--- src/rtl/sdc_dma_seq.sv ---
// Multi-block transfer sequencer for the SD DMA stream/Wishbone bridge (wb_clk domain).
// Loads the bridge address, gates tx_en/rx_en, tracks beats and block completions, reports done/error.
module sdc_dma_seq #(
  parameter int unsigned     WORDS_PER_BLK = 128,
  parameter int unsigned     CNT_W         = 16,
  parameter int unsigned     TO_W          = 24,
  parameter logic [TO_W-1:0] TIMEOUT       = 24'hFF_FFFF
) (
  input  logic             wb_clk,
  input  logic             wb_rst,
  input  logic             start,
  input  logic             dir,
  input  logic [31:0]      start_addr,
  input  logic [CNT_W-1:0] blk_cnt,
  input  logic             abort,
  input  logic             dma_beat,
  input  logic             sd_blk_done,
  input  logic             sd_blk_err,
  output logic             tx_en,
  output logic             rx_en,
  output logic [31:0]      base_addr,
  output logic             busy,
  output logic             done,
  output logic [1:0]       err_code,
  output logic [CNT_W-1:0] blk_left
);

  localparam int unsigned WB_W   = $clog2(WORDS_PER_BLK);
  localparam int unsigned BEAT_W = CNT_W + WB_W;

  localparam logic [1:0] ERR_OK      = 2'd0;
  localparam logic [1:0] ERR_SD      = 2'd1;
  localparam logic [1:0] ERR_TIMEOUT = 2'd2;
  localparam logic [1:0] ERR_ABORT   = 2'd3;

  typedef enum logic [2:0] {
    ST_IDLE  = 3'd0,
    ST_LOAD  = 3'd1,
    ST_RUN   = 3'd2,
    ST_FLUSH = 3'd3,
    ST_DONE  = 3'd4
  } state_t;

  state_t              state_q, state_d;
  logic                dir_q, dir_d;
  logic [31:0]         base_q, base_d;
  logic [CNT_W-1:0]    blk_left_q, blk_left_d;
  logic [BEAT_W-1:0]   beat_left_q, beat_left_d;
  logic [TO_W-1:0]     to_q, to_d;
  logic                flush_q, flush_d;
  logic [1:0]          err_q, err_d;
  logic                tx_en_q, tx_en_d;
  logic                rx_en_q, rx_en_d;
  logic                busy_q, busy_d;
  logic                done_q, done_d;
  logic                progress_s;
  logic                to_hit_s;
  logic                unused_addr_lsb;

  // The bridge works on word addresses; the byte offset is dropped on load.
  assign unused_addr_lsb = ^start_addr[1:0];

  // Next-state, counter and output-enable computation.
  always_comb begin
    state_d     = state_q;
    dir_d       = dir_q;
    base_d      = base_q;
    blk_left_d  = blk_left_q;
    beat_left_d = beat_left_q;
    to_d        = to_q;
    flush_d     = flush_q;
    err_d       = err_q;
    done_d      = 1'b0;
    progress_s  = dma_beat | sd_blk_done;
    to_hit_s    = 1'b0;

    case (state_q)
      ST_IDLE: begin
        if (start) begin
          err_d = ERR_OK;
          if (blk_cnt != {CNT_W{1'b0}}) begin
            dir_d       = dir;
            base_d      = {start_addr[31:2], 2'b00};
            blk_left_d  = blk_cnt;
            beat_left_d = BEAT_W'(blk_cnt) * BEAT_W'(WORDS_PER_BLK);
            to_d        = {TO_W{1'b0}};
            state_d     = ST_LOAD;
          end else begin
            done_d = 1'b1;
          end
        end else begin
          state_d = ST_IDLE;
        end
      end

      ST_LOAD: begin
        flush_d = 1'b0;
        if (abort) begin
          err_d   = ERR_ABORT;
          state_d = ST_FLUSH;
        end else begin
          state_d = ST_RUN;
        end
      end

      ST_RUN: begin
        if (dma_beat && (beat_left_q != {BEAT_W{1'b0}})) begin
          beat_left_d = beat_left_q - BEAT_W'(1);
        end else begin
          beat_left_d = beat_left_q;
        end
        if (sd_blk_done && (blk_left_q != {CNT_W{1'b0}})) begin
          blk_left_d = blk_left_q - CNT_W'(1);
        end else begin
          blk_left_d = blk_left_q;
        end
        // Any beat or block completion counts as forward progress.
        if (progress_s) begin
          to_d = {TO_W{1'b0}};
        end else begin
          to_d     = to_q + TO_W'(1);
          to_hit_s = ((to_q + TO_W'(1)) == TIMEOUT);
        end
        flush_d = 1'b0;
        if (abort) begin
          err_d   = ERR_ABORT;
          state_d = ST_FLUSH;
        end else if (sd_blk_err) begin
          err_d   = ERR_SD;
          state_d = ST_FLUSH;
        end else if (to_hit_s) begin
          err_d   = ERR_TIMEOUT;
          state_d = ST_FLUSH;
        end else if ((beat_left_d == {BEAT_W{1'b0}}) && (blk_left_d == {CNT_W{1'b0}})) begin
          err_d   = ERR_OK;
          state_d = ST_FLUSH;
        end else begin
          state_d = ST_RUN;
        end
      end

      ST_FLUSH: begin
        if (flush_q) begin
          flush_d = 1'b0;
          state_d = ST_DONE;
        end else begin
          flush_d = 1'b1;
        end
      end

      ST_DONE: begin
        state_d = ST_IDLE;
      end

      default: begin
        state_d = ST_IDLE;
      end
    endcase

    if (state_d == ST_DONE) begin
      done_d = 1'b1;
    end else begin
      done_d = done_d;
    end

    // Enables exist only in RUN and only while beats remain, so no beat follows the last one.
    tx_en_d = (state_d == ST_RUN) && !dir_d && (beat_left_d != {BEAT_W{1'b0}});
    rx_en_d = (state_d == ST_RUN) &&  dir_d && (beat_left_d != {BEAT_W{1'b0}});
    busy_d  = (state_d == ST_LOAD) || (state_d == ST_RUN) || (state_d == ST_FLUSH);
  end

  // State and output registers with synchronous reset.
  always_ff @(posedge wb_clk) begin
    if (wb_rst) begin
      state_q     <= ST_IDLE;
      dir_q       <= 1'b0;
      base_q      <= 32'd0;
      blk_left_q  <= {CNT_W{1'b0}};
      beat_left_q <= {BEAT_W{1'b0}};
      to_q        <= {TO_W{1'b0}};
      flush_q     <= 1'b0;
      err_q       <= ERR_OK;
      tx_en_q     <= 1'b0;
      rx_en_q     <= 1'b0;
      busy_q      <= 1'b0;
      done_q      <= 1'b0;
    end else begin
      state_q     <= state_d;
      dir_q       <= dir_d;
      base_q      <= base_d;
      blk_left_q  <= blk_left_d;
      beat_left_q <= beat_left_d;
      to_q        <= to_d;
      flush_q     <= flush_d;
      err_q       <= err_d;
      tx_en_q     <= tx_en_d;
      rx_en_q     <= rx_en_d;
      busy_q      <= busy_d;
      done_q      <= done_d;
    end
  end

  assign tx_en     = tx_en_q;
  assign rx_en     = rx_en_q;
  assign base_addr = base_q;
  assign busy      = busy_q;
  assign done      = done_q;
  assign err_code  = err_q;
  assign blk_left  = blk_left_q;

endmodule

--- config.mk ---
export PLATFORM = sky130hd
export DESIGN_NAME = sdc_dma_seq
export DESIGN_NICKNAME = d
export VERILOG_FILES = /design/src/rtl/sdc_dma_seq.sv
export SDC_FILE = /design/constraint.sdc
export NUM_CORES = 1
export LEC_CHECK = 0
export BUFFER_PORTS_ARGS = -buffer_cell sky130_fd_sc_hd__buf_2
export CELL_PAD_IN_SITES_DETAIL_PLACEMENT = 0
export CELL_PAD_IN_SITES_GLOBAL_PLACEMENT = 1
export CORE_ASPECT_RATIO = 1.1
export CORE_MARGIN = 2
export CORE_UTILIZATION = 40
export CTS_CLUSTER_DIAMETER = 50
export CTS_CLUSTER_SIZE = 12
export DETAILED_ROUTE_END_ITERATION = 6
export PLACE_DENSITY_LB_ADDON = 0.1
export SLEW_MARGIN = 20
export SYNTH_ARGS = -nofsm -noshare
export SYNTH_HDL_FRONTEND = slang
export SYNTH_SLANG_ARGS = --single-unit
export TNS_END_PERCENT = 100
--- constraint.sdc ---
create_clock -name wb_clk -period 6.1 [get_ports wb_clk]
set_clock_uncertainty 0.15 [all_clocks]
set_input_delay 0.61 -clock wb_clk [delete_from_list [all_inputs] [get_ports wb_clk]]
set_output_delay 0.61 -clock wb_clk [all_outputs]
set_load 0.02 [all_outputs]
# ---- Yosys cells after proc, flatten, opt, wreduce, memory -nomap -nowiden
# Cells that the tools add are included.
dict set report totals {
  reg_bits 104
  latchBits 0
  ram_bits 0
  romBits 0
  output_inout_bits 54
  memories 0
}
dict set report op_classes {
  n_addsub 3
  n_mul 0
  div 0
  n_lt_le_gt_ge 0
  n_eq_ne 12
  shifts 0
  mux 41
  bitwise_logic 1
  reduce_logical 24
}
# operator n
set op_table {}
lappend op_table {{$mux W23} 4}
lappend op_table {{$mux W24} 3}
lappend op_table {{$mux W16} 4}
lappend op_table {{$pmux W24 S2} 1}
lappend op_table {{$pmux W23 S2} 1}
lappend op_table {{$reduce_bool A23 Y1} 2}
lappend op_table {{$pmux W16 S2} 1}
lappend op_table {{$reduce_bool A16 Y1} 2}
lappend op_table {{$add A24 B1 Y24 const B} 1}
lappend op_table {{$eq A24 B24 Y1 const B} 1}
lappend op_table {{$logic_not A23 Y1} 1}
lappend op_table {{$sub A23 B1 Y23 const B} 1}
lappend op_table {{$logic_not A16 Y1} 1}
lappend op_table {{$sub A16 B1 Y16 const B} 1}
lappend op_table {{$mux W1} 15}
lappend op_table {{$eq A3 B2 Y1 const B} 4}
lappend op_table {{$mux W2} 6}
lappend op_table {{$pmux W3 S4} 1}
lappend op_table {{$mux W3} 3}
lappend op_table {{$logic_and A1 B1 Y1} 7}
lappend op_table {{$eq A3 B1 Y1 const B} 2}
lappend op_table {{$ne A2 B2 Y1 const B} 3}
lappend op_table {{$pmux W2 S3} 1}
lappend op_table {{$reduce_and A3 Y1} 2}
lappend op_table {{11 further kinds} 13}

# ---- Logic depth before layout (Yosys ltp)
# Gate-level depths: netlist (run 1).
dict set report logic_depth {
  depth_word 14
  mapped_depth 13
  depth_no_buf 11
}

# ---- Least setup slack after synthesis (run 1)
# No wires, ideal clock.
dict set report synth_path {
  path_type {reg2reg}
  from {register blk_left_q[0], in the netlist blk_left[0]}
  to {register err_q[0], in the netlist err_code[0]}
  setup_ps 132
  arrival_time_ps 2856
  slack_ps 2962
  stages_incl_launch_ff 12
  path_buffers 1
  period_less_slack_ps 3138
  path_cell_list {dfxtp_1 inv_1 ha_1 and4_1 clkbuf_1 nor4_1 xnor2_1 o2111ai_1 nor4_1 nand4_2 a221oi_1 nor4b_2}
}
dict set report synth_via {
  elab_chain_cells 8
}
# element line
set synth_rtl {}
lappend synth_rtl {{start, declared} 47} ;# logic [CNT_W-1:0] blk_left_q, blk_left_d;
lappend synth_rtl {{start signal, assigned} 178} ;# blk_left_q <= {CNT_W{1'b0}};
lappend synth_rtl {{start signal, assigned} 191} ;# blk_left_q <= blk_left_d;
lappend synth_rtl {{branches (longest 2 deep; another with $sub A16 B1 Y16)} -}
lappend synth_rtl {{$mux W16 (*)} 112} ;# if (sd_blk_done && (blk_left_q != {CNT_W{1'b0}})) begin
lappend synth_rtl {{$mux W16 (*)} 77} ;# case (state_q)
lappend synth_rtl {{$logic_not A16 Y1 (*)} 134} ;# end else if ((beat_left_d == {BEAT_W{1'b0}}) && (blk_left_d == {CNT_W{1'b0}})) begin
lappend synth_rtl {{$logic_and A1 B1 Y1 (*)} 134}
lappend synth_rtl {{$ne A5 B5 Y1 (no source line) (*)} -}
lappend synth_rtl {{$reduce_and A4 Y1 (no source line) (*)} -}
lappend synth_rtl {{end signal, assigned} 195} ;# err_q <= err_d;
lappend synth_rtl {{end, declared} 51} ;# logic [1:0] err_q, err_d;
# Mark *: on every way between the ends. The select of a mux whose other input is x is not followed.
# A chain may end at the register's enable or synchronous reset.

# ---- Worst setup path after layout (run 1)
dict set report layout_path {
  from {register beat_left_q[0]}
  to {register err_q[0], in the netlist err_code[0]}
}
dict set report layout_via {
  elab_chain_cells 8
}
# element line
set layout_rtl {}
lappend layout_rtl {{start, declared} 48} ;# logic [BEAT_W-1:0] beat_left_q, beat_left_d;
lappend layout_rtl {{start signal, assigned} 179} ;# beat_left_q <= {BEAT_W{1'b0}};
lappend layout_rtl {{start signal, assigned} 192} ;# beat_left_q <= beat_left_d;
lappend layout_rtl {{branches (longest 2 deep; another with $sub A23 B1 Y23)} -}
lappend layout_rtl {{$mux W23 (*)} 107} ;# if (dma_beat && (beat_left_q != {BEAT_W{1'b0}})) begin
lappend layout_rtl {{$mux W23 (*)} 77}
lappend layout_rtl {{$logic_not A23 Y1 (*)} 134}
lappend layout_rtl {{$logic_and A1 B1 Y1 (*)} 134}
lappend layout_rtl {{$ne A5 B5 Y1 (no source line) (*)} -}
lappend layout_rtl {{$reduce_and A4 Y1 (no source line) (*)} -}
# Marks and branches as above.

==> flow_results.xml, run 1 <==
<?xml version="1.0" encoding="UTF-8"?>
<metrics>
  <group name="outcome">
    <metric name="run_status" unit="">finished clean</metric>
  </group>
  <group name="placed_design">
    <metric name="place_ws" unit="ps">2020</metric>
    <metric name="total_instance_count_after_detailed_placement" unit="">1062</metric>
    <metric name="numPortBuffers" unit="">105</metric>
    <metric name="detailed_place_hpwl" unit="mm">14.6</metric>
    <metric name="global_placer_s_final_weighted_congestion" unit="">0.933</metric>
  </group>
  <group name="logic_synthesis">
    <metric name="synth.largest_area_cell" unit="">dfxtp_1</metric>
    <metric name="share_of_the_synthesized_area_in_compound_gates_ao_oa_aoi_oai" unit="%">23.2</metric>
    <metric name="synth-edff-count" unit="">0</metric>
    <metric name="cell_types_with_the_largest_area_share_after_synthesis" unit="">dfxtp_1, nand2_1, nor2_1</metric>
    <metric name="netlist.area_leader.share" unit="%">34.5</metric>
    <metric name="synthesis.instances" unit="">812</metric>
    <metric name="async_reset_ff_share" unit="%">0</metric>
    <metric name="synth-seq-area-share" unit="%">34.5</metric>
    <metric name="synthesis.area" unit="um^2">6040</metric>
    <metric name="ys_warnings" unit="">0</metric>
    <metric name="basic_gate_share_of_the_synthesized_area_counting_and_or_nand_and_nor_cells" unit="%">31.9</metric>
    <metric name="synth_top_family_by_area" unit="">simple AND/OR/NAND/NOR gates</metric>
    <metric name="yosys_register_bits" unit="">104</metric>
    <metric name="post_synth_fa_ha_maj_area_fraction" unit="%">1.24</metric>
    <metric name="multiplexer_share_of_the_synthesized_area" unit="%">0.704</metric>
    <metric name="synth_cell_type_count" unit="">72</metric>
    <metric name="synth-xor-area-share" unit="%">3.33</metric>
    <metric name="ys_dominant_reg_cell" unit="">dfxtp_1</metric>
    <metric name="post_synthesis_average_cell_area" unit="um^2">7.44</metric>
  </group>
  <group name="cts">
    <metric name="h_tree_levels" unit="">3</metric>
    <metric name="post_cts_resize_count" unit="">0</metric>
    <metric name="insertion_delay_of_the_later_clocked_pin_in_the_worst_skew_pair" unit="ps">350</metric>
    <metric name="cts_root_buf" unit="">clkbuf_16</metric>
    <metric name="cts_tree" unit="">done</metric>
    <metric name="cts-hold-fix-buffers" unit="">0</metric>
    <metric name="clock-sinks" unit="">104</metric>
    <metric name="cts_max_path_buffers" unit="">2</metric>
    <metric name="numCtsBuffers" unit="">9</metric>
    <metric name="number_of_buffers_inserted_by_post_cts_setup_repair" unit="">0</metric>
    <metric name="clkSlewWorstSetupHoldPaths" unit="ps">80</metric>
  </group>
  <group name="setup_path">
    <metric name="path_class" unit="">reg2reg</metric>
    <metric name="kind_of_end_point_of_the_critical_path" unit="">flip-flop</metric>
    <metric name="critical_path.cell_chain" unit="">inv_1, ha_1, nor4b_1, nand4_1, a2111oi_1, xnor2_1, nand2_1, a2111oi_4, nand4_2, a221oi_1, nor4b_2</metric>
    <metric name="worst_r2r_end" unit="">err_code[0]</metric>
    <metric name="worstPathArrival" unit="ps">4200</metric>
    <metric name="worst_reg2reg_path_length_in_cells" unit="">11</metric>
    <metric name="crit-reg2reg-launch" unit="">beat_left_q[0]</metric>
    <metric name="timing.critical_path.required" unit="ps">6150</metric>
    <metric name="highest_fanout_seen_on_the_critical_path" unit="">12</metric>
    <metric name="setup.reg_to_reg.worst_slack" unit="ps">1950</metric>
    <metric name="cpPeakStageDelay" unit="ps">530</metric>
    <metric name="critical-path-slowest-cell" unit="">nor4b_1</metric>
    <metric name="cp-start-kind" unit="">flip-flop</metric>
  </group>
  <group name="routing">
    <metric name="drtAntennaViolNets" unit="">0</metric>
    <metric name="drt-pass1-iter-count" unit="">7</metric>
    <metric name="route.final.wire_length" unit="mm">20.4</metric>
    <metric name="avgRoutedWirePerCell" unit="um">18.9</metric>
    <metric name="detailroute.via_count" unit="">6411</metric>
    <metric name="first_iter_violations" unit="">487</metric>
    <metric name="detail_route.drc_violations" unit="">0</metric>
    <metric name="via_per_inst" unit="">5.95</metric>
  </group>
  <group name="power">
    <metric name="max-vdd-ir-drop" unit="mV">0.150</metric>
    <metric name="switching_part_of_the_total_power" unit="%">39.5</metric>
    <metric name="cellInternalPower" unit="W">0.00125</metric>
    <metric name="psw" unit="W">0.000815</metric>
    <metric name="combinationalPowerShare" unit="%">32.3</metric>
    <metric name="cellLeakagePower" unit="nW">2.60</metric>
    <metric name="p_seq_share" unit="%">39.9</metric>
    <metric name="cellPowerDensity" unit="nW/um^2">299</metric>
    <metric name="p_clk_share" unit="%">27.8</metric>
  </group>
  <group name="hold_path">
    <metric name="hold_end" unit="">base_addr[18]</metric>
    <metric name="min_delay_path_depth" unit="">2</metric>
    <metric name="holdCritPathClass" unit="">reg2reg</metric>
    <metric name="min_from" unit="">base_addr[18]</metric>
  </group>
  <group name="floorplan">
    <metric name="num_io_pins" unit="">110</metric>
    <metric name="rows" unit="">47</metric>
    <metric name="fp.dieW" unit="um">121</metric>
    <metric name="die_h" unit="um">133</metric>
    <metric name="die_area" unit="um^2">16100</metric>
    <metric name="core_area" unit="um^2">14900</metric>
    <metric name="start_util" unit="%">40.4</metric>
  </group>
  <group name="final_layout">
    <metric name="layout.cells.most_common" unit="">nand2_1</metric>
    <metric name="final_cell_count_no_fill" unit="">1078</metric>
    <metric name="proportion_of_layout_cells_with_a_drive_suffix_above_1" unit="%">17.1</metric>
    <metric name="antennaDiodeCount" unit="">0</metric>
    <metric name="n_fill_cell" unit="">1573</metric>
    <metric name="layout.cells.most_common_list" unit="">nand2_1, buf_2, nor2_1, dfxtp_1, a21oi_1</metric>
    <metric name="layout.nets" unit="">939</metric>
    <metric name="area.growth.synth_to_final" unit="%">14.1</metric>
    <metric name="final_util" unit="%">46.2</metric>
  </group>
  <group name="flow_run">
    <metric name="cap_viol_max_count" unit="">0</metric>
  </group>
  <group name="timing">
    <metric name="rsz_0062_raised_after_global_routing" unit="">false</metric>
    <metric name="final-hold-violation-count" unit="">0</metric>
    <metric name="actual_slew_at_the_worst_max_slew_pin" unit="ps">1080</metric>
    <metric name="achievable-frequency" unit="GHz">0.241</metric>
    <metric name="timing.final.ws_setup" unit="ps">1950</metric>
    <metric name="timing.slew.headroom" unit="%">28.3</metric>
    <metric name="period_needed" unit="ps">4150</metric>
    <metric name="fin_crit_sh" unit="%">68.1</metric>
    <metric name="timing.final.max_slew_violations" unit="">0</metric>
    <metric name="setup_tns" unit="ps">0</metric>
    <metric name="setup_viol_count_final" unit="">0</metric>
  </group>
  <group name="global_route">
    <metric name="grt.overflow.total" unit="">0</metric>
    <metric name="largest_net_degree_at_the_start_of_global_routing" unit="">53</metric>
    <metric name="groute.usage.overall" unit="%">25.1</metric>
    <metric name="wire_length_of_the_first_global_routing_pass" unit="mm">32.0</metric>
    <metric name="vias_in_the_first_global_route" unit="">6027</metric>
    <metric name="grt_antenna_before_repair" unit="">0</metric>
  </group>
</metrics>
==> per-layer routing <==
layer / global-route usage, % / vias to the layer above / share of wire [%]
met1: 32.4 / 3061 / 44
met4: 9.13 / 0 / 2.4
met3: 4.57 / 38 / 5.5
met2: 41.7 / 207 / 48
met5: 0 / - / 0
li1: - / 3105 / -
==> kinds of logic after synthesis <==
group,after synthesis
other,1
adder cells (fa/ha/maj),6
flip-flops,104
XOR/XNOR,23
AND/OR/NAND/NOR,392
AO/OA/AOI/OAI,211
multiplexers,4
buffers and inverters,71
==> power groups by stage <==
stage / combinational [W] / clock, W / sequential [W]
6_report: 0.000666 / 0.000574 / 0.000822
5_1_grt: 0.000726 / 0.000618 / 0.000831
4_1_cts: 0.000661 / 0.000594 / 0.000819
3_5_place_dp: 0.000658 / 0 / 0.000833
3_3_place_gp: 0.000655 / 0 / 0.000832
2_1_floorplan: 0.000449 / 0 / 0.000841
==> worst max path at each step <==
stage	start	endpoint	slack (ps)	depth (start not counted)
6_report	beat_left_q[0]	err_code[0]	1950	11
5_1_grt	beat_left_q[0]	err_code[0]	1760	11
4_1_cts	beat_left_q[0]	err_code[0]	2020	11
3_5_place_dp	beat_left_q[0]	err_code[0]	2020	11
3_3_place_gp	beat_left_q[0]	err_code[0]	2010	11
2_1_floorplan	blk_left[0]	err_code[0]	2960	11
==> synth_stat cells, types with 13 or more instances <==
library cell and count:
nand2_1 118, dfxtp_1 104, nor2_1 104, a21oi_1 70
clkbuf_1 40, nor3_1 37, o21ai_0 34, nand3_1 27
nand4_1 24, nor4_1 19, inv_1 14, o211ai_1 13
==> state kept, by name, summed over array words and instances, names as in the netlist <==
name and cells:
base_addr 30, to_q 24, beat_left_q 23, blk_left 16
state_q 3, err_code 2, busy 1, dir_q 1
done 1, flush_q 1, rx_en 1, tx_en 1
==> critical path, delay by kind of cell, from the launching register on <==
family          cells  cell delay (ps)
compound gates      3             1320
xor+xnor            1              210
fa+ha+maj           1              420
buf+inv             1              140
flops               1              370
simple gates        5             1400
==> per-stage QoR <==
step	hold slack [ps]	cell area (um^2)	power, W
final	304	6900	0.00206
after global routing	320	6900	0.00217
after CTS	307	6900	0.00207
after detailed placement	295	6610	0.00149
after global placement	290	6610	0.00149
after floorplan	298	6040	0.00129
==> cell type report <==
class,instances,area (um^2),share of cell area (%)
clock buffer,10,229,3.32
clock inverter,6,60.1,0.871
inverter,14,52.6,0.762
multi-input combinational,638,3660,53.1
sequential,104,2080,30.2
tap,196,245,3.56
timing repair buffer,110,563,8.17
No activity file was read; power rests on OpenSTA's default activity.
==> inputs of run 2 (changes only) <==
==> constraint.sdc (replaced) <==
create_clock -name wb_clk -period 4 [get_ports wb_clk]
set_clock_uncertainty 0.15 [all_clocks]
set_input_delay 0.4 -clock wb_clk [delete_from_list [all_inputs] [get_ports wb_clk]]
set_output_delay 0.4 -clock wb_clk [all_outputs]
set_load 0.02 [all_outputs]
==> flow_results.xml, run 2 (synthesized netlist as in run 1, its figures left out) <==
<?xml version="1.0" encoding="UTF-8"?>
<metrics>
  <group name="outcome">
    <metric name="run_status" unit="">finished clean</metric>
  </group>
  <group name="final_layout">
    <metric name="layout.nets" unit="">954</metric>
    <metric name="layout.cells.most_common" unit="">nand2_1</metric>
    <metric name="final_util" unit="%">46.9</metric>
    <metric name="antennaDiodeCount" unit="">0</metric>
    <metric name="proportion_of_layout_cells_with_a_drive_suffix_above_1" unit="%">18.6</metric>
    <metric name="largest_reg_flops" unit="">30</metric>
    <metric name="area.growth.synth_to_final" unit="%">16.1</metric>
    <metric name="layout.cells.most_common_list" unit="">nand2_1, buf_2, nor2_1, dfxtp_1, a21oi_1</metric>
  </group>
  <group name="cts">
    <metric name="cts_max_path_buffers" unit="">2</metric>
    <metric name="cts-hold-fix-buffers" unit="">0</metric>
    <metric name="number_of_buffers_inserted_by_post_cts_setup_repair" unit="">0</metric>
    <metric name="h_tree_levels" unit="">3</metric>
    <metric name="post_cts_resize_count" unit="">0</metric>
    <metric name="clock-sinks" unit="">104</metric>
    <metric name="insertion_delay_of_the_later_clocked_pin_in_the_worst_skew_pair" unit="ps">350</metric>
    <metric name="cts_root_buf" unit="">clkbuf_16</metric>
    <metric name="clkSlewWorstSetupHoldPaths" unit="ps">80</metric>
    <metric name="cts_tree" unit="">done</metric>
    <metric name="numCtsBuffers" unit="">9</metric>
  </group>
  <group name="power">
    <metric name="max-vdd-ir-drop" unit="mV">0.190</metric>
    <metric name="switching_part_of_the_total_power" unit="%">39.5</metric>
    <metric name="cellLeakagePower" unit="nW">2.67</metric>
    <metric name="p_seq_share" unit="%">39.1</metric>
    <metric name="cellInternalPower" unit="W">0.00192</metric>
    <metric name="cellPowerDensity" unit="nW/um^2">454</metric>
    <metric name="psw" unit="W">0.00126</metric>
    <metric name="p_clk_share" unit="%">27.5</metric>
    <metric name="combinationalPowerShare" unit="%">33.4</metric>
  </group>
  <group name="placed_design">
    <metric name="detailed_place_hpwl" unit="mm">15.2</metric>
    <metric name="numPortBuffers" unit="">105</metric>
    <metric name="global_placer_s_final_weighted_congestion" unit="">0.901</metric>
  </group>
  <group name="floorplan">
    <metric name="start_util" unit="%">40.4</metric>
    <metric name="die_area" unit="um^2">16100</metric>
    <metric name="core_area" unit="um^2">14900</metric>
    <metric name="num_io_pins" unit="">110</metric>
    <metric name="rows" unit="">47</metric>
    <metric name="fp.dieW" unit="um">121</metric>
    <metric name="die_h" unit="um">133</metric>
  </group>
  <group name="timing">
    <metric name="fin_crit_sh" unit="%">91.6</metric>
    <metric name="timing.slew.headroom" unit="%">37.4</metric>
    <metric name="actual_slew_at_the_worst_max_slew_pin" unit="ps">938</metric>
    <metric name="period_needed" unit="ps">3660</metric>
    <metric name="setup_tns" unit="ps">0</metric>
    <metric name="setup_viol_count_final" unit="">0</metric>
    <metric name="final-hold-violation-count" unit="">0</metric>
    <metric name="timing.final.max_slew_violations" unit="">0</metric>
    <metric name="achievable-frequency" unit="GHz">0.273</metric>
    <metric name="rsz_0062_raised_after_global_routing" unit="">false</metric>
  </group>
  <group name="setup_path">
    <metric name="critical_path_startpoint" unit="">blk_left[3]</metric>
    <metric name="kind_of_end_point_of_the_critical_path" unit="">flip-flop</metric>
    <metric name="cp-start-kind" unit="">flip-flop</metric>
    <metric name="worst_reg2reg_path_length_in_cells" unit="">9</metric>
    <metric name="worst_r2r_end" unit="">err_code[0]</metric>
    <metric name="critical-path-slowest-cell" unit="">or4b_2</metric>
    <metric name="cpPeakStageDelay" unit="ps">720</metric>
    <metric name="setup.reg_to_reg.worst_slack" unit="ps">340</metric>
    <metric name="highest_fanout_seen_on_the_critical_path" unit="">9</metric>
    <metric name="worstPathArrival" unit="ps">3740</metric>
    <metric name="critical_path.cell_chain" unit="">nor4_1, nand4_1, or4b_2, xor2_1, o2111ai_1, nor4_1, nand4_2, a221oi_1, nor4b_2</metric>
    <metric name="timing.critical_path.required" unit="ps">4080</metric>
    <metric name="path_class" unit="">reg2reg</metric>
    <metric name="path_common_cell" unit="">nor4_1</metric>
    <metric name="crit-reg2reg-launch" unit="">blk_left[3]</metric>
  </group>
  <group name="routing">
    <metric name="first_iter_violations" unit="">629</metric>
    <metric name="detail_route.drc_violations" unit="">0</metric>
    <metric name="drtAntennaViolNets" unit="">0</metric>
    <metric name="via_per_inst" unit="">6.00</metric>
    <metric name="route.final.wire_length" unit="mm">20.8</metric>
    <metric name="avgRoutedWirePerCell" unit="um">19.0</metric>
    <metric name="drt-pass1-iter-count" unit="">5</metric>
    <metric name="detailroute.via_count" unit="">6554</metric>
  </group>
  <group name="global_route">
    <metric name="grt_antenna_before_repair" unit="">0</metric>
    <metric name="grt.overflow.total" unit="">0</metric>
    <metric name="largest_net_degree_at_the_start_of_global_routing" unit="">45</metric>
    <metric name="wire_length_of_the_first_global_routing_pass" unit="mm">32.7</metric>
    <metric name="vias_in_the_first_global_route" unit="">6252</metric>
    <metric name="groute.usage.overall" unit="%">25.5</metric>
  </group>
  <group name="flow_run">
    <metric name="cap_viol_max_count" unit="">0</metric>
  </group>
  <group name="hold_path">
    <metric name="hold_end" unit="">base_addr[25]</metric>
    <metric name="holdCritPathClass" unit="">in2reg</metric>
    <metric name="min_from" unit="">start_addr[25]</metric>
    <metric name="min_delay_path_depth" unit="">3</metric>
  </group>
</metrics>
[run 2: cell types whose count changed in the layout (fill, tap and decap cells not counted)]
cell | before | now
buf_4 | 5 | 20
inv_6 | 3 | 1
clkbuf_1 | 1 | 0
clkinv_2 | 0 | 1
clkinvlp_4 | 0 | 1
inv_8 | 0 | 1
[run 2: through the flow]
step	area, um^2	total power (W)	setup WS [ps]	hold WS [ps]	std cells
2_1_floorplan	6040	0.00197	862	298	813
4_1_cts	7010	0.00319	416	115	1093
3_5_place_dp	6720	0.00231	434	297	1077
6_report	7010	0.00318	337	124	1093
3_3_place_gp	6720	0.00230	454	289	1077
5_1_grt	7010	0.00335	107	124	1093
[run 2: routing by layer]
| metal | part of all wire (%) | global-route usage (%) |
|---|---|---|
| met5 | 0 | 0 |
| met3 | 6.4 | 5.13 |
| met2 | 47 | 40.6 |
| met1 | 43 | 32.8 |
| met4 | 4.4 | 12.6 |
[run 2: power by group through the flow]
stage	combinational, W	sequential, W	clock [W]
2_1_floorplan	0.000685	0.00128	0
3_3_place_gp	0.00104	0.00126	0
3_5_place_dp	0.00104	0.00126	0
4_1_cts	0.00105	0.00124	0.000905
5_1_grt	0.00115	0.00126	0.000947
6_report	0.00106	0.00124	0.000875
[run 2: how the worst max path moves through the flow]
stage / endpoint / slack, ps / cells past startpoint
floorplan: err_code[0] / 860 / 11
global placement: tx_en / 450 / 9
detailed placement: err_code[0] / 430 / 9
CTS: err_code[0] / 420 / 9
global route: tx_en / 110 / 12
finish: err_code[0] / 340 / 9
[run 2: worst max-delay path: cells and delay by family, from the launching register on]
family | cells | cell delay [ps]
compound gates | 2 | 550
flops | 1 | 390
xor+xnor | 1 | 190
simple gates | 6 | 2250
[run 2: cell type report]
class	instances	area (um^2)
inverter	14	52.6
clock inverter	7	66.3
multi-input combinational	638	3660
clock buffer	9	225
fill	1586	7930
timing repair buffer	125	676
tap	196	245
sequential	104	2080
==> inputs of run 3 (changes only) <==
--- a/config.mk
+++ b/config.mk
@@ -6,11 +6,10 @@
 export NUM_CORES = 1
 export LEC_CHECK = 0
 export BUFFER_PORTS_ARGS = -buffer_cell sky130_fd_sc_hd__buf_2
-export CELL_PAD_IN_SITES_DETAIL_PLACEMENT = 0
-export CELL_PAD_IN_SITES_GLOBAL_PLACEMENT = 1
+export CELL_PAD_IN_SITES_DETAIL_PLACEMENT = 1
+export CELL_PAD_IN_SITES_GLOBAL_PLACEMENT = 2
 export CORE_ASPECT_RATIO = 1.1
-export CORE_MARGIN = 2
-export CORE_UTILIZATION = 40
+export CORE_UTILIZATION = 32
 export CTS_CLUSTER_DIAMETER = 50
 export CTS_CLUSTER_SIZE = 12
 export DETAILED_ROUTE_END_ITERATION = 6
==> flow_results.xml, run 3 (synthesized netlist as in run 1, its figures left out) <==
<?xml version="1.0" encoding="UTF-8"?>
<metrics>
  <group name="timing">
    <metric name="achievable-frequency" unit="GHz">0.277</metric>
    <metric name="worst_hold_slack" unit="ps">122</metric>
    <metric name="rsz_0062_raised_after_global_routing" unit="">false</metric>
    <metric name="period_needed" unit="ps">3610</metric>
    <metric name="setup_tns" unit="ps">0</metric>
    <metric name="actual_slew_at_the_worst_max_slew_pin" unit="ps">939</metric>
    <metric name="timing.final.max_slew_violations" unit="">0</metric>
    <metric name="timing.final.ws_setup" unit="ps">390</metric>
    <metric name="setup_viol_count_final" unit="">0</metric>
    <metric name="timing.slew.headroom" unit="%">37.4</metric>
    <metric name="final-hold-violation-count" unit="">0</metric>
    <metric name="fin_crit_sh" unit="%">90.3</metric>
  </group>
  <group name="routing">
    <metric name="drt-pass1-iter-count" unit="">6</metric>
    <metric name="first_iter_violations" unit="">390</metric>
    <metric name="detail_route.drc_violations" unit="">0</metric>
    <metric name="detailroute.via_count" unit="">6600</metric>
    <metric name="via_per_inst" unit="">5.77</metric>
    <metric name="route.final.wire_length" unit="mm">23.2</metric>
    <metric name="drtAntennaViolNets" unit="">0</metric>
    <metric name="avgRoutedWirePerCell" unit="um">20.3</metric>
  </group>
  <group name="power">
    <metric name="combinationalPowerShare" unit="%">33.2</metric>
    <metric name="psw" unit="W">0.00130</metric>
    <metric name="switching_part_of_the_total_power" unit="%">39.4</metric>
    <metric name="max-vdd-ir-drop" unit="mV">0.213</metric>
    <metric name="p_seq_share" unit="%">37.7</metric>
    <metric name="cellPowerDensity" unit="nW/um^2">465</metric>
    <metric name="p_clk_share" unit="%">29.2</metric>
    <metric name="cellLeakagePower" unit="nW">2.70</metric>
    <metric name="cellInternalPower" unit="W">0.00201</metric>
  </group>
  <group name="cts">
    <metric name="cts_max_path_buffers" unit="">2</metric>
    <metric name="numCtsBuffers" unit="">9</metric>
    <metric name="cts_tree" unit="">done</metric>
    <metric name="h_tree_levels" unit="">3</metric>
    <metric name="clkSlewWorstSetupHoldPaths" unit="ps">80</metric>
    <metric name="clock-sinks" unit="">104</metric>
    <metric name="insertion_delay_of_the_later_clocked_pin_in_the_worst_skew_pair" unit="ps">360</metric>
    <metric name="cts-hold-fix-buffers" unit="">0</metric>
    <metric name="post_cts_resize_count" unit="">0</metric>
    <metric name="number_of_buffers_inserted_by_post_cts_setup_repair" unit="">0</metric>
    <metric name="cts_root_buf" unit="">clkbuf_16</metric>
  </group>
  <group name="flow_run">
    <metric name="cap_viol_max_count" unit="">0</metric>
  </group>
  <group name="global_route">
    <metric name="grt_antenna_before_repair" unit="">0</metric>
    <metric name="groute.usage.overall" unit="%">24.2</metric>
    <metric name="grt.overflow.total" unit="">0</metric>
    <metric name="wire_length_of_the_first_global_routing_pass" unit="mm">36.9</metric>
    <metric name="vias_in_the_first_global_route" unit="">6688</metric>
    <metric name="largest_net_degree_at_the_start_of_global_routing" unit="">47</metric>
  </group>
  <group name="hold_path">
    <metric name="holdCritPathClass" unit="">in2reg</metric>
  </group>
  <group name="setup_path">
    <metric name="worstPathArrival" unit="ps">3700</metric>
    <metric name="path_class" unit="">reg2reg</metric>
    <metric name="setup.reg_to_reg.worst_slack" unit="ps">390</metric>
    <metric name="cp-start-kind" unit="">flip-flop</metric>
    <metric name="highest_fanout_seen_on_the_critical_path" unit="">7</metric>
    <metric name="kind_of_end_point_of_the_critical_path" unit="">flip-flop</metric>
    <metric name="timing.critical_path.required" unit="ps">4080</metric>
  </group>
  <group name="placed_design">
    <metric name="global_placer_s_final_weighted_congestion" unit="">0.893</metric>
    <metric name="numPortBuffers" unit="">105</metric>
    <metric name="total_instance_count_after_detailed_placement" unit="">1128</metric>
    <metric name="detailed_place_hpwl" unit="mm">17.2</metric>
    <metric name="place_ws" unit="ps">420</metric>
  </group>
  <group name="floorplan">
    <metric name="die_area" unit="um^2">19400</metric>
    <metric name="num_io_pins" unit="">110</metric>
    <metric name="core_area" unit="um^2">18400</metric>
    <metric name="rows" unit="">52</metric>
    <metric name="fp.dieW" unit="um">133</metric>
    <metric name="start_util" unit="%">32.8</metric>
    <metric name="die_h" unit="um">146</metric>
  </group>
  <group name="final_layout">
    <metric name="layout.cells.most_common_list" unit="">nand2_1, buf_2, nor2_1, dfxtp_1, a21oi_1</metric>
    <metric name="layout.nets" unit="">958</metric>
    <metric name="area.growth.synth_to_final" unit="%">18.0</metric>
    <metric name="antennaDiodeCount" unit="">0</metric>
    <metric name="proportion_of_layout_cells_with_a_drive_suffix_above_1" unit="%">19.0</metric>
    <metric name="layout.cells.most_common" unit="">nand2_1</metric>
    <metric name="final_cell_count_no_fill" unit="">1144</metric>
    <metric name="n_fill_cell" unit="">2342</metric>
    <metric name="final_util" unit="%">38.7</metric>
    <metric name="largest_reg_flops" unit="">30</metric>
  </group>
  <group name="outcome">
    <metric name="run_status" unit="">finished clean</metric>
  </group>
</metrics>
-- run 3: worst paths after layout --
| check | start | to | depth (start not counted) |
|---|---|---|---|
| min reg2reg | base_addr[25] | base_addr[25] | 2 |
| max reg2reg | beat_left_q[0] | err_code[0] | 12 |
| max | beat_left_q[0] | err_code[0] | 12 |
| min | start_addr[20] | base_addr[20] | 3 |
-- run 3: cell type report --
cell class | instances | area [um^2] | area share (%)
multi-input cells | 638 | 3660 | 51.4
flip-flops and latches | 104 | 2080 | 29.2
repair buffers | 129 | 706 | 9.90
well taps | 243 | 304 | 4.27
clock buffers | 10 | 239 | 3.35
clock inverters | 6 | 78.8 | 1.11
inverters | 14 | 52.6 | 0.737
-- run 3: through the flow --
stage / cell area [um^2] / total power (W)
floorplan: 6040 / 0.00197
global placement: 6810 / 0.00233
detailed placement: 6810 / 0.00236
CTS: 7130 / 0.00334
global route: 7130 / 0.00349
finish: 7130 / 0.00331
-- run 3: power by group through the flow --
| stage | Clock [W] | Combinational (W) | Sequential, W |
|---|---|---|---|
| 2_1_floorplan | 0 | 0.000685 | 0.00128 |
| 3_3_place_gp | 0 | 0.00107 | 0.00127 |
| 3_5_place_dp | 0 | 0.00109 | 0.00127 |
| 4_1_cts | 0.000997 | 0.00110 | 0.00125 |
| 5_1_grt | 0.00103 | 0.00120 | 0.00126 |
| 6_report | 0.000966 | 0.00110 | 0.00125 |
-- run 3: routing by layer --
metal / vias up / global-route usage [%] / share of wire, %
met4: 0 / 8.33 / 2.5
met5: - / 0 / 0
met1: 3248 / 30.5 / 44
li1: 3127 / - / -
met3: 36 / 3.89 / 4.9
met2: 189 / 41.6 / 48
-- run 3: worst max-delay path, cell delays in order, from the launching register on --
cell,delay (ps)
dfxtp_1,360
inv_1,160
ha_1,230
nor4b_1,320
buf_4,190
nand4_1,140
a2111oi_1,470
xnor2_1,200
nand2_1,150
a2111oi_4,420
nand4_2,250
a221oi_1,350
nor4b_2,80
